`src/rtl/sync_debounce_bank.sv`:
```
// rtl/sync_debounce_bank.sv - multi-channel synchronizer, debounce filter, edge pulses and sticky request latches
module sync_debounce_bank #(
  parameter int                N_CH        = 4,
  parameter int                SYNC_STAGES = 2,
  parameter int                DB_CYCLES   = 16,
  parameter logic [N_CH-1:0]   LATCH_MASK  = 'b0010
) (
  input  logic            clk,
  input  logic            Reset_n,
  input  logic [N_CH-1:0] Async_In,
  input  logic [N_CH-1:0] Clear,
  output logic [N_CH-1:0] Sync_Out,
  output logic [N_CH-1:0] Rise_Pulse,
  output logic [N_CH-1:0] Fall_Pulse,
  output logic [N_CH-1:0] Latched
);

  localparam int              CNT_W   = (DB_CYCLES > 1) ? $clog2(DB_CYCLES) : 1;
  localparam logic [CNT_W-1:0] CNT_MAX = CNT_W'(DB_CYCLES - 1);

  for (genvar i = 0; i < N_CH; i++) begin : g_ch
    logic [SYNC_STAGES-1:0] stage;
    logic [CNT_W-1:0]       cnt;
    logic                   s;
    logic                   q;
    logic                   rise;
    logic                   fall;
    logic                   latch;
    logic                   accept;

    always_ff @(posedge clk or negedge Reset_n) begin
      if (!Reset_n) begin
        stage <= '0;
      end else begin
        stage <= {stage[SYNC_STAGES-2:0], Async_In[i]};
      end
    end

    assign s      = stage[SYNC_STAGES-1];
    assign accept = (s != q) && (cnt == CNT_MAX);

    // cnt counts consecutive cycles the synchronized level has disagreed with q
    always_ff @(posedge clk or negedge Reset_n) begin
      if (!Reset_n) begin
        q     <= 1'b0;
        cnt   <= '0;
        rise  <= 1'b0;
        fall  <= 1'b0;
        latch <= 1'b0;
      end else begin
        if (s == q) begin
          cnt <= '0;
        end else if (cnt == CNT_MAX) begin
          q   <= s;
          cnt <= '0;
        end else begin
          cnt <= cnt + CNT_W'(1);
        end
        rise  <= accept & s;
        fall  <= accept & ~s;
        // set beats clear so a request arriving with Clear is never lost
        latch <= LATCH_MASK[i] & ((accept & s) | (latch & ~Clear[i]));
      end
    end

    assign Sync_Out[i]   = q;
    assign Rise_Pulse[i] = rise;
    assign Fall_Pulse[i] = fall;
    assign Latched[i]    = latch;
  end

endmodule

```
`config.mk`:
```
export PLATFORM = sky130hd
export DESIGN_NAME = sync_debounce_bank
export DESIGN_NICKNAME = d
export VERILOG_FILES = /design/src/rtl/sync_debounce_bank.sv
export SDC_FILE = /design/constraint.sdc
export NUM_CORES = 1
export LEC_CHECK = 0
export BUFFER_PORTS_ARGS = -buffer_cell sky130_fd_sc_hd__buf_2
export CORE_ASPECT_RATIO = 0.75
export CORE_MARGIN = 1.5
export CORE_UTILIZATION = 54
export CTS_CLUSTER_SIZE = 10
export DETAILED_ROUTE_END_ITERATION = 16
export PLACE_DENSITY = 0.77
export SYNTH_ARGS = -nofsm -noshare
export SYNTH_HDL_FRONTEND = slang
export SYNTH_SLANG_ARGS = --single-unit
export TNS_END_PERCENT = 1
```
`constraint.sdc`:
```
create_clock -name clk -period 1.3 [get_ports clk]
set_input_delay 0.13 -clock clk [delete_from_list [all_inputs] [get_ports clk]]
set_output_delay 0.13 -clock clk [all_outputs]
set_load 0.01 [all_outputs]
```
After elaboration in Yosys (flattened, before gate mapping)
Index checks and enable logic that the tools add are counted.
Widths: inputs -> output; s select.
{"block": "op_classes", "n_mux": 8, "n_reduce_logical": 8, "addsub": 4, "bitwise_logic": 19, "eq_ne": 12}
{"operator": "$mux 4", "n": 8}
{"operator": "$add 4x1->4 const B", "n": 4}
{"operator": "$eq 4x4->1 const B", "n": 4}
{"operator": "$and 1x1->1", "n": 9}
{"operator": "$not 1->1", "n": 9}
{"operator": "$reduce_and 2->1", "n": 4}
{"operator": "$eq 1x1->1", "n": 4}
{"operator": "$logic_and 1x1->1", "n": 4}
{"operator": "$ne 1x1->1", "n": 4}
{"operator": "$or 1x1->1", "n": 1}
{"block": "word_totals", "wordCells": 72, "out_inout_bits": 16, "regBits": 37}

Longest topological paths before layout
{"block": "logic_depth", "word_depth": 4, "mapped_depth": 4, "mapped_depth_nobuf": 4}

Worst setup path after synthesis
Ideal clock, no wire load.
{"block": "synth_timing", "kind": "reg-to-reg", "startpoint": "register g_ch[0].cnt[0]", "endpoint": "register g_ch[0].q", "path_buffers": 0, "arrival_ps": 1080, "required_ps": 1175, "setup_slack_ps": 95, "period_less_slack_ps": 1205, "setup_time_ps": 125, "stages_incl_launch_ff": 4, "cell_sequence": "dfrtp_1 ha_1 nand3_1 mux2_2"}
{"block": "synth_between", "elab_chain_len": 2}
{"element": "from (decl)", "line": "23", "text": "logic [CNT_W-1:0] cnt;"}
{"element": "from (signal assigned)", "line": "57", "text": "cnt <= cnt + CNT_W'(1);"}
{"element": "$eq 4x4->1", "line": "53", "text": "end else if (cnt == CNT_MAX) begin"}
{"element": "$reduce_and 2->1 (no line)"}
{"element": "to (signal assigned)", "line": "54", "text": "q <= s;"}
{"element": "to (decl)", "line": "25", "text": "logic q;"}
No other way between the ends.
A chain may end at the register's enable or synchronous reset.

Worst setup path in the final report
{"block": "layout_timing", "startpoint": "register g_ch[3].cnt[0]", "endpoint": "register g_ch[3].q"}
{"block": "layout_between", "elab_chain_len": 2}
{"element": "from (decl)", "line": "23"}
{"element": "from (signal assigned)", "line": "57"}
{"element": "$eq 4x4->1", "line": "53"}
{"element": "$reduce_and 2->1 (no line)"}
{"element": "to (signal assigned)", "line": "54"}
{"element": "to (decl)", "line": "25"}
No other way between the ends.

==> run_results.csv <==
group,metric,value,unit
floorplanning,row_count,16,
hold_path,hold_path.class,"primary input to flip-flop",
floorplanning,initial_utilization,0.571,
placement,hpwl,1540,um
worst_setup_path,critPathCaptureType,"flip-flop",
placement,gp_congestion,0.756,
placement,pre_cts_slack,0.0664,ns
power,p_leak,0.814,nW
sta,final-hold-violation-count,0,
logic_synthesis,synthesis.area,0.00150,mm^2
sta,maxSlewViolCount,0,
logic_synthesis,netlist_top_cells_area,"dfrtp_1 62%, buf_4 8.0%, nor3b_1 5.5%",
power,power,0.00214,W
worst_setup_path,arrival,1.40,ns
clocking,numCtsBuffers,5,
layout,finalNonFillerCells,173,
sta,final.period_utilization,0.950,
logic_synthesis,yosys_warnings,0,
logic_synthesis,synth_top_area_share,0.619,
placement,io_buffers,19,
logic_synthesis,synth_top_cell_by_area,"dfrtp_1",
logic_synthesis,synth_compound_area_frac,0.0452,
logic_synthesis,yosys.area_share.adder,0.0334,
global_routing,grt_pass1_wl,3860,um
logic_synthesis,seq_area_frac_synth,0.619,
layout,n_fill_cell,208,
floorplanning,dieArea,0.00310,mm^2
placement,dp.cells,161,
power,p_per_area,1260,mW/mm^2
layout,seq_area,926,um^2
route,drc_errors,0,
sta,fin_tns_setup,0,ns
logic_synthesis,synth-seq-cells,37,
global_routing,grt_util_met2,0.278,
sta,fin_ws,0.0651,ns
route,dr.pass1.iters,4,
floorplanning,core,0.00262,mm^2
floorplanning,die_width,63.8,um
global_routing,overflow,0,
layout,multiInputGateArea,442,um^2
layout,syn_to_final_growth,14.0,%
clocking,path_clk_slew,0.06,ns
logic_synthesis,post_synth_num_cell_types,17,
clocking,clk_path_buf_depth,2,
worst_setup_path,cp_slowest_cell,"dfrtp_1",
logic_synthesis,syn_avg_cell_area,12.9,um^2
worst_setup_path,cp_max_fo,4,
worst_setup_path,crit_required,1.47,ns
layout,utilization,0.650,
sta,finalSetupViolations,0,
layout,final_layout_size_suffix_gt1_frac,0.263,
global_routing,grt_max_degree,20,
clocking,cts_tree,"yes",
clocking,root_buffer,"clkbuf_8",
clocking,post-cts-setup-buffers,0,
route,viasPerCell,5.12,
route,vias,885,
route,wl_per_cell,12.7,um
sta,clock_skew,0.00496,ns
route,drt_iter0_drc,17,
layout,fin_nets,151,
logic_synthesis,synth_cells,116,
logic_synthesis,synth_top_family_by_area,"simple AND/OR/NAND/NOR gates",
worst_setup_path,slowest_delay,0.41,ns
sta,rsz0062_at_grt,"false",
floorplanning,die_h,48.6,um
global_routing,grt-busiest-layer,"met2",
floorplanning,ios,26,
worst_setup_path,path_class,"flip-flop to flip-flop",
clocking,insertion_delay,0.28,ns
global_routing,grt_util_all_layers,0.172,
route,ant_nets,0,
clocking,htree_levels,2,
power,irDropWorstVdd,0.785,mV
logic_synthesis,synth_xor_area_frac,0.0468,
global_routing,grt_pass1_vias,916,
global_routing,grt.met3_usage,0.0884,
worst_setup_path,path_cells,"ha_1 > nand3_1 > mux2_2",
run_status,outcome,"finished clean",
layout,antennaDiodeCount,0,
sta,max_freq,810,MHz
flow_run,cap_violations,0,
route,totalWireLength,2200,um
global_routing,use_met1,0.183,
global_routing,antenna_found_initial,0,
worst_setup_path,start_kind,"flip-flop",
logic_synthesis,muxShareOfSynthArea,0.0301,
logic_synthesis,synth_simple_gate_area_frac,0.130,
clocking,clock-sinks,37,
sta,final.min_clock_period,1.23,ns
==> repair_timing <==
item | in CTS | in global routing
hold endpoints to repair | 22 | 0
hold buffers | 5 | 0
gates resized for setup | 0 | 1
setup endpoints to repair | 0 | 2
==> sequential cells by signal (all words and copies together), names as in the netlist <==
| signal | flops |
|---|---|
| g_ch.rise | 4 |
| g_ch.latch | 1 |
| g_ch.q | 4 |
| g_ch.stage | 8 |
| g_ch.cnt | 16 |
| g_ch.fall | 4 |
==> cell usage in the layout, fill, tap and decap left out, drive strengths merged, types with 4 or more instances in the layout <==
master / count
dfrtp: 37
buf: 23
nor3b: 12
xnor2: 8
a21oi: 8
clkbuf: 7
inv: 5
dlygate4sd3: 5
nor2: 4
nor2b: 4
nand4b: 4
o21ai: 4
mux2: 4
nand3: 4
ha: 4
==> metrics by stage <==
step | hold slack (ns) | area (um^2)
3_3_place_gp | 0.0845 | 1570
5_1_grt | 0.105 | 1710
2_1_floorplan | -0.166 | 1500
4_1_cts | 0.0997 | 1700
6_report | 0.113 | 1710
3_5_place_dp | 0.0980 | 1570
==> cells by family (layout without fill, tap and decap cells) <==
group / count (synthesis) / after routing
xor gates and xnor gates: 8 / 8
and+or+nand+nor: 28 / 28
buffers and inverters: 21 / 40
AOI/OAI and AO/OA: 13 / 13
adders and majority gates: 4 / 4
other: 1 / 3
muxes: 4 / 4
DFF: 37 / 37
==> critical path, delay by kind of cell, from the launching register on <==
family	cells	cell delay [ns]
adders and majority gates	1	0.25
muxes	1	0.34
DFF	1	0.41
and+or+nand+nor	1	0.12
==> power breakdown <==
part           switching [W]  total (W)  internal (W)
clock network       0.000360   0.000780      0.000420
registers          0.0000412    0.00124       0.00119
logic              0.0000619   0.000126     0.0000638
==> layout make-up <==
| type | count | share of cell area |
|---|---|---|
| Clock buffer | 7 | 0.0506 |
| Sequential cell | 37 | 0.543 |
| Multi-Input combinational cell | 60 | 0.259 |
| Inverter | 5 | 0.0110 |
| Timing Repair Buffer | 28 | 0.110 |
| Tap cell | 36 | 0.0264 |
==> synthesized netlist by cell type <==
master / n
conb_1: 1
nor2b_1: 4
nand3_2: 1
nor2_1: 4
ha_1: 4
mux2_2: 4
xnor2_1: 8
o21ai_0: 4
nand3_1: 3
a21o_1: 1
inv_1: 5
nor3b_2: 1
a21oi_1: 8
nor3b_1: 11
buf_4: 16
dfrtp_1: 37
nand4b_1: 4
==> final timing paths <==
path | slack (ns) | cells after the start | start | endpoint
worst min register to register | 0.35 | 0 | g_ch[1].stage[0]$_DFF_PN0_ | g_ch[1].stage[1]$_DFF_PN0_
worst max register to register | 0.07 | 3 | g_ch[3].cnt[0]$_DFF_PN0_ | g_ch[3].q$_DFFE_PN0P_
worst max-delay path | 0.07 | 3 | g_ch[3].cnt[0]$_DFF_PN0_ | g_ch[3].q$_DFFE_PN0P_
min in group asynchronous | 0.32 | 2 | Reset_n | g_ch[2].stage[0]$_DFF_PN0_
worst min-delay path | 0.11 | 3 | Clear[1] | g_ch[1].latch$_DFF_PN0_
max in group asynchronous | 0.53 | 3 | Reset_n | g_ch[1].cnt[0]$_DFF_PN0_
==> metal layers <==
layer / vias to the layer above / wire length (um)
met5: - / 0
met4: 0 / 36
met3: 5 / 141
met2: 26 / 1060
met1: 439 / 958
li1: 415 / -
Power figures use the tool's default switching activity.
